## config.mk

```make
export PLATFORM = sky130hd
export DESIGN_NAME = alu_op_issuer
export DESIGN_NICKNAME = d
export VERILOG_FILES = /design/src/rtl/alu_op_issuer.sv
export SDC_FILE = /design/constraint.sdc
export NUM_CORES = 1
export LEC_CHECK = 0
export CORE_UTILIZATION = 45
export DETAILED_ROUTE_END_ITERATION = 8
export PLACE_DENSITY = 0.84
export SETUP_SLACK_MARGIN = 0.15
export SLEW_MARGIN = 5
export SYNTH_ARGS = -nofsm -noshare
export SYNTH_HDL_FRONTEND = slang
export SYNTH_SLANG_ARGS = --single-unit
```

## constraint.sdc

```tcl
create_clock -name CLK -period 2.7 [get_ports CLK]
set_clock_uncertainty 0.15 [all_clocks]
set_input_delay 0.54 -clock CLK [delete_from_list [all_inputs] [get_ports CLK]]
set_output_delay 0.54 -clock CLK [all_outputs]
set_load 0.05 [all_outputs]
```

## src/rtl/alu_op_issuer.sv

```systemverilog
// alu_op_issuer: issues one operation at a time to alu_design and returns RES/flags.
// Define ALU_ISSUE_SPLIT_EN to send OPA and OPB in separate cycles (SPLIT_GAP idle between).
module alu_op_issuer #(
    parameter int WIDTH     = 8,
    parameter int CMD_W     = 4,
    parameter int LAT_NORM  = 1,
    parameter int LAT_MUL   = 2,
    parameter int SPLIT_GAP = 0
) (
    input  logic               CLK,
    input  logic               RST,
    input  logic               req_valid,
    output logic               req_ready,
    input  logic [WIDTH-1:0]   req_opa,
    input  logic [WIDTH-1:0]   req_opb,
    input  logic [CMD_W-1:0]   req_cmd,
    input  logic               req_mode,
    input  logic               req_cin,
    output logic [WIDTH-1:0]   OPA,
    output logic [WIDTH-1:0]   OPB,
    output logic [CMD_W-1:0]   CMD,
    output logic               MODE,
    output logic               CIN,
    output logic               CE,
    output logic [1:0]         INP_VALID,
    input  logic [2*WIDTH-1:0] RES,
    input  logic               COUT,
    input  logic               OFLOW,
    input  logic               G,
    input  logic               E,
    input  logic               L,
    input  logic               ERR,
    output logic               rsp_valid,
    input  logic               rsp_ready,
    output logic [2*WIDTH-1:0] rsp_res,
    output logic [5:0]         rsp_flags,
    output logic [7:0]         err_cnt
);

    localparam int MAX_A = (LAT_MUL > LAT_NORM) ? LAT_MUL : LAT_NORM;
    localparam int MAX_C = (SPLIT_GAP > MAX_A) ? SPLIT_GAP : MAX_A;
    localparam int CNT_W = $clog2(MAX_C + 1);

    localparam logic [CNT_W-1:0] NORM_M1 = CNT_W'(LAT_NORM - 1);
    localparam logic [CNT_W-1:0] MUL_M1  = CNT_W'(LAT_MUL - 1);

`ifdef ALU_ISSUE_SPLIT_EN
    localparam logic [CNT_W-1:0] GAP_M1 =
        CNT_W'((SPLIT_GAP > 0) ? SPLIT_GAP - 1 : 0);

    typedef enum logic [2:0] {
        IDLE, SEND_A, GAP, SEND_B, WAIT, HOLD
    } state_e;

    logic [WIDTH-1:0] opb_sav_q, opb_sav_d;
`else
    typedef enum logic [1:0] {
        IDLE, SEND, WAIT, HOLD
    } state_e;
`endif

    state_e             state_q, state_d;
    logic [CNT_W-1:0]   cnt_q, cnt_d;
    logic               mul_q, mul_d;
    logic               req_ready_q, req_ready_d;
    logic [WIDTH-1:0]   opa_q, opa_d;
    logic [WIDTH-1:0]   opb_q, opb_d;
    logic [CMD_W-1:0]   cmd_q, cmd_d;
    logic               mode_q, mode_d;
    logic               cin_q, cin_d;
    logic               ce_q, ce_d;
    logic [1:0]         inp_valid_q, inp_valid_d;
    logic               rsp_valid_q, rsp_valid_d;
    logic [2*WIDTH-1:0] rsp_res_q, rsp_res_d;
    logic [5:0]         rsp_flags_q, rsp_flags_d;
    logic [7:0]         err_cnt_q, err_cnt_d;

    // Next-state and registered-output logic for the issue sequence
    always_comb begin
        state_d     = state_q;
        cnt_d       = cnt_q;
        mul_d       = mul_q;
        opa_d       = opa_q;
        opb_d       = opb_q;
        cmd_d       = cmd_q;
        mode_d      = mode_q;
        cin_d       = cin_q;
        ce_d        = ce_q;
        inp_valid_d = inp_valid_q;
        rsp_valid_d = rsp_valid_q;
        rsp_res_d   = rsp_res_q;
        rsp_flags_d = rsp_flags_q;
        err_cnt_d   = err_cnt_q;
`ifdef ALU_ISSUE_SPLIT_EN
        opb_sav_d   = opb_sav_q;
`endif
        unique case (state_q)
            IDLE: begin
                if (req_valid && req_ready_q) begin
                    opa_d  = req_opa;
                    cmd_d  = req_cmd;
                    mode_d = req_mode;
                    cin_d  = req_cin;
                    mul_d  = req_mode &&
                             (req_cmd == CMD_W'(9) ||
                              req_cmd == CMD_W'(10));
                    ce_d   = 1'b1;
`ifdef ALU_ISSUE_SPLIT_EN
                    opb_d       = '0;
                    opb_sav_d   = req_opb;
                    inp_valid_d = 2'b01;
                    state_d     = SEND_A;
`else
                    opb_d       = req_opb;
                    inp_valid_d = 2'b11;
                    state_d     = SEND;
`endif
                end
            end
`ifdef ALU_ISSUE_SPLIT_EN
            SEND_A: begin
                if (SPLIT_GAP == 0) begin
                    opb_d       = opb_sav_q;
                    inp_valid_d = 2'b10;
                    state_d     = SEND_B;
                end else begin
                    inp_valid_d = 2'b00;
                    cnt_d       = GAP_M1;
                    state_d     = GAP;
                end
            end
            GAP: begin
                if (cnt_q == '0) begin
                    opb_d       = opb_sav_q;
                    inp_valid_d = 2'b10;
                    state_d     = SEND_B;
                end else begin
                    cnt_d = cnt_q - 1'b1;
                end
            end
            SEND_B: begin
                cnt_d   = mul_q ? MUL_M1 : NORM_M1;
                state_d = WAIT;
            end
`else
            SEND: begin
                cnt_d   = mul_q ? MUL_M1 : NORM_M1;
                state_d = WAIT;
            end
`endif
            WAIT: begin
                if (cnt_q == '0) begin
                    rsp_valid_d = 1'b1;
                    rsp_res_d   = RES;
                    rsp_flags_d = {ERR, L, E, G, OFLOW, COUT};
                    ce_d        = 1'b0;
                    inp_valid_d = 2'b00;
                    if (ERR && err_cnt_q != 8'hFF)
                        err_cnt_d = err_cnt_q + 8'd1;
                    state_d     = HOLD;
                end else begin
                    cnt_d = cnt_q - 1'b1;
                end
            end
            HOLD: begin
                if (rsp_ready) begin
                    rsp_valid_d = 1'b0;
                    state_d     = IDLE;
                end
            end
            default: state_d = IDLE;
        endcase
        req_ready_d = (state_d == IDLE);
    end

    // State and output registers; reset clears everything including req_ready
    always_ff @(posedge CLK or negedge RST) begin
        if (!RST) begin
            state_q     <= IDLE;
            cnt_q       <= '0;
            mul_q       <= 1'b0;
            req_ready_q <= 1'b0;
            opa_q       <= '0;
            opb_q       <= '0;
            cmd_q       <= '0;
            mode_q      <= 1'b0;
            cin_q       <= 1'b0;
            ce_q        <= 1'b0;
            inp_valid_q <= 2'b00;
            rsp_valid_q <= 1'b0;
            rsp_res_q   <= '0;
            rsp_flags_q <= '0;
            err_cnt_q   <= '0;
`ifdef ALU_ISSUE_SPLIT_EN
            opb_sav_q   <= '0;
`endif
        end else begin
            state_q     <= state_d;
            cnt_q       <= cnt_d;
            mul_q       <= mul_d;
            req_ready_q <= req_ready_d;
            opa_q       <= opa_d;
            opb_q       <= opb_d;
            cmd_q       <= cmd_d;
            mode_q      <= mode_d;
            cin_q       <= cin_d;
            ce_q        <= ce_d;
            inp_valid_q <= inp_valid_d;
            rsp_valid_q <= rsp_valid_d;
            rsp_res_q   <= rsp_res_d;
            rsp_flags_q <= rsp_flags_d;
            err_cnt_q   <= err_cnt_d;
`ifdef ALU_ISSUE_SPLIT_EN
            opb_sav_q   <= opb_sav_d;
`endif
        end
    end

    assign req_ready = req_ready_q;
    assign OPA       = opa_q;
    assign OPB       = opb_q;
    assign CMD       = cmd_q;
    assign MODE      = mode_q;
    assign CIN       = cin_q;
    assign CE        = ce_q;
    assign INP_VALID = inp_valid_q;
    assign rsp_valid = rsp_valid_q;
    assign rsp_res   = rsp_res_q;
    assign rsp_flags = rsp_flags_q;
    assign err_cnt   = err_cnt_q;

endmodule

```

==> results.toml <==
[status]
status = "complete, no violations"

[timing]
tightestPinTransition_ps = 750.5
setup_slack_ps = 394.9
fin_tns_setup_ps = 0
finalSetupViolCount = 0
fin_crit_sh = 0.8537
rsz0062_at_grt = "false"
hold_violations = 0
finalCriticalPeriod_ps = 2305
max_freq_mhz = 433.8
hold_ws_ps = 207.3
slew_viol_final = 0
relSlewSlack = 0.4996

[worst_setup_path]
path_max_fanout = 6
crit_path_max_incr_delay_ps = 840
worstSetupPathType = "reg -> out"
crit_slowest_cell = "clkdlybuf4s50_1"
critPathLaunch = "err_cnt[3]"
rr_startpoint = "cnt_q[0]"
worst_ep_arrival_time_ps = 1620
crit_buf_inv = 1
path_cells = "clkdlybuf4s50_1"
required_ps = 2010
cp-end-kind = "primary output"
critical_path.top_delay_family = "buffers and inverters"
cp-start-kind = "flip-flop"

[clock_network]
ctsResizeCount = 0
cts_setup_buffers = 0
cts_tree = "yes"
cts_buffer_depth = 2
cts-root-buf = "clkbuf_8"
ctsHoldBuffers = 0
path_clk_slew_ps = 60
clock_latency_ps = 320
htreeDepth = 3
clkSinkCount = 60
cts_made_buffers = 9

[grt]
grt_start_max_net_pins = 61
groute.usage.overall = 0.1914
grt_pass1_vias = 1716
grt_antenna_before_repair = 0
grt.overflow.total = 0
grt_pass1_wl_um = 7914

[floorplanning]
rows = 26
die_height_um = 75.79
start_util = 0.4736
dieArea_um2 = 5743
core_um2 = 5172
io_pins = 105
die_x_um = 75.79

[yosys]
synth_xor_area_frac = 0.02860
synthTopCellsByArea = "dfrtp_1 61%, nand2_1 12%, mux2_2 10%"
synth-edff-count = 0
async_reset_ff_frac = 1.000
syn_area_um2 = 2450
syn_avg_cell_area_um2 = 11.34
yosysUniqueCellTypes = 29
synth_top_area_share = 0.6129
synthAdderAreaFrac = 0.01021
yosys.area_share.simple = 0.1808
synth-seq-cells = 60
yosysTopAreaCell = "dfrtp_1"
synth_common_cells = "78 x nand2_1, 60 x dfrtp_1, 22 x mux2_2"
syn_nets = 266
synth_compound_area_frac = 0.02911
ys.flop_type = "dfrtp_1"
synth_top_family_by_area = "simple AND/OR/NAND/NOR gates"
syn_inst = 216
yosysMostFrequentCell = "nand2_1"
synth.area.mux_share = 0.1093
yosys_warnings = 0
ys_seq_area_frac = 0.6129

[route]
ant_nets = 0
avgRoutedWirePerCell_um = 13.16
drt-initial-drc-count = 64
drt-total-wl_um = 5236
drt-pass1-iter-count = 4
viasPerCell = 4.683
drc_errors = 0
vias = 1864

[pwr]
leakage_nw = 1.705
ir_worst_vdd_mv = 0.8541
fin_total_pwr_mw = 5.353
power_density_nw_per_um2 = 1451

[cells_and_area]
diodes = 0
finalNetCount = 374
fillers = 396
syn2layout_area_growth_pct = 50.61
final_util = 0.7134
drive_above_1_share = 0.1341

[place]
dpl.hpwl_um = 3724
dpl_worst_slack_ps = 617.9
globalplace.congestion = 0.7487
port_buffers = 104

[job]
cap_violations = 0

[worst_hold_path]
min_path_type = "in -> async"
[final timing paths]
check                          endpoint  slack [ps]  cells past startpoint
max in group asynchronous        OPB[3]        1680                      2
setup / recovery             err_cnt[3]         390                      1
setup reg to reg           rsp_flags[2]         870                      4
min in group CLK                 CMD[1]         320                      2
hold / removal               err_cnt[5]         210                      2
hold reg to reg                  CMD[1]         320                      2
[per-layer routing]
| metal | global-route usage | vias up | wire length [µm] |
|---|---|---|---|
| li1 | - | 919 | - |
| met3 | 0.07672 | 4 | 427 |
| met5 | 0 | - | 0 |
| met4 | 0.08025 | 0 | 37 |
| met2 | 0.3058 | 65 | 2581 |
| met1 | 0.2304 | 876 | 2191 |
[cells by family (layout without fill, tap and decap cells)]
kind of cell,after synthesis,after routing
simple gates,99,99
flops,60,60
mux,24,24
compound gates,9,9
fa+ha+maj,2,2
xor+xnor,8,8
buf+inv,14,126
[cells in the final DEF (no fill, tap or decap), types with 2 or more instances in the layout]
cell,instances
nand2_1,78
clkbuf_8,9
and3_1,3
clkdlybuf4s50_1,103
mux2_2,22
dfrtp_1,60
inv_1,4
clkbuf_1,3
clkinv_2,3
nand3_1,3
ha_1,2
mux2i_1,2
nor2_1,7
a21oi_1,3
xor2_1,4
xnor2_1,4
buf_4,3
[stage by stage]
step                      cells  cell area [µm²]
after global placement      383             3540
final                       398             3690
after detailed placement    383             3540
after CTS                   398             3690
after floorplan             216             2450
after global routing        398             3690
[report_power, final]
group	total, mW	leakage, nW	internal, mW	switching [mW]
combinational	3.10	0.888	1.12	1.98
sequential	1.62	0.737	1.33	0.291
clock	0.633	0.0800	0.324	0.309
total	5.35	1.71	2.77	2.58
[sequential cells by signal, indices dropped and copies added (netlist names), 2 cells and up]
register	flops
CMD	4
OPA	8
OPB	8
cnt_q	2
err_cnt	8
rsp_flags	6
rsp_res	16
state_q	2
[area by class of cell]
class	instances	area [µm²]	share of cell area
flip-flops and latches	60	1501	0.4069
clock buffers	12	135.1	0.03662
repair buffers	107	1059	0.2869
inverters	4	15.01	0.004069
well taps	70	87.58	0.02374
multi-input cells	142	877.1	0.2377
clock inverters	3	15.01	0.004069
(Power assumes the default switching activity.)
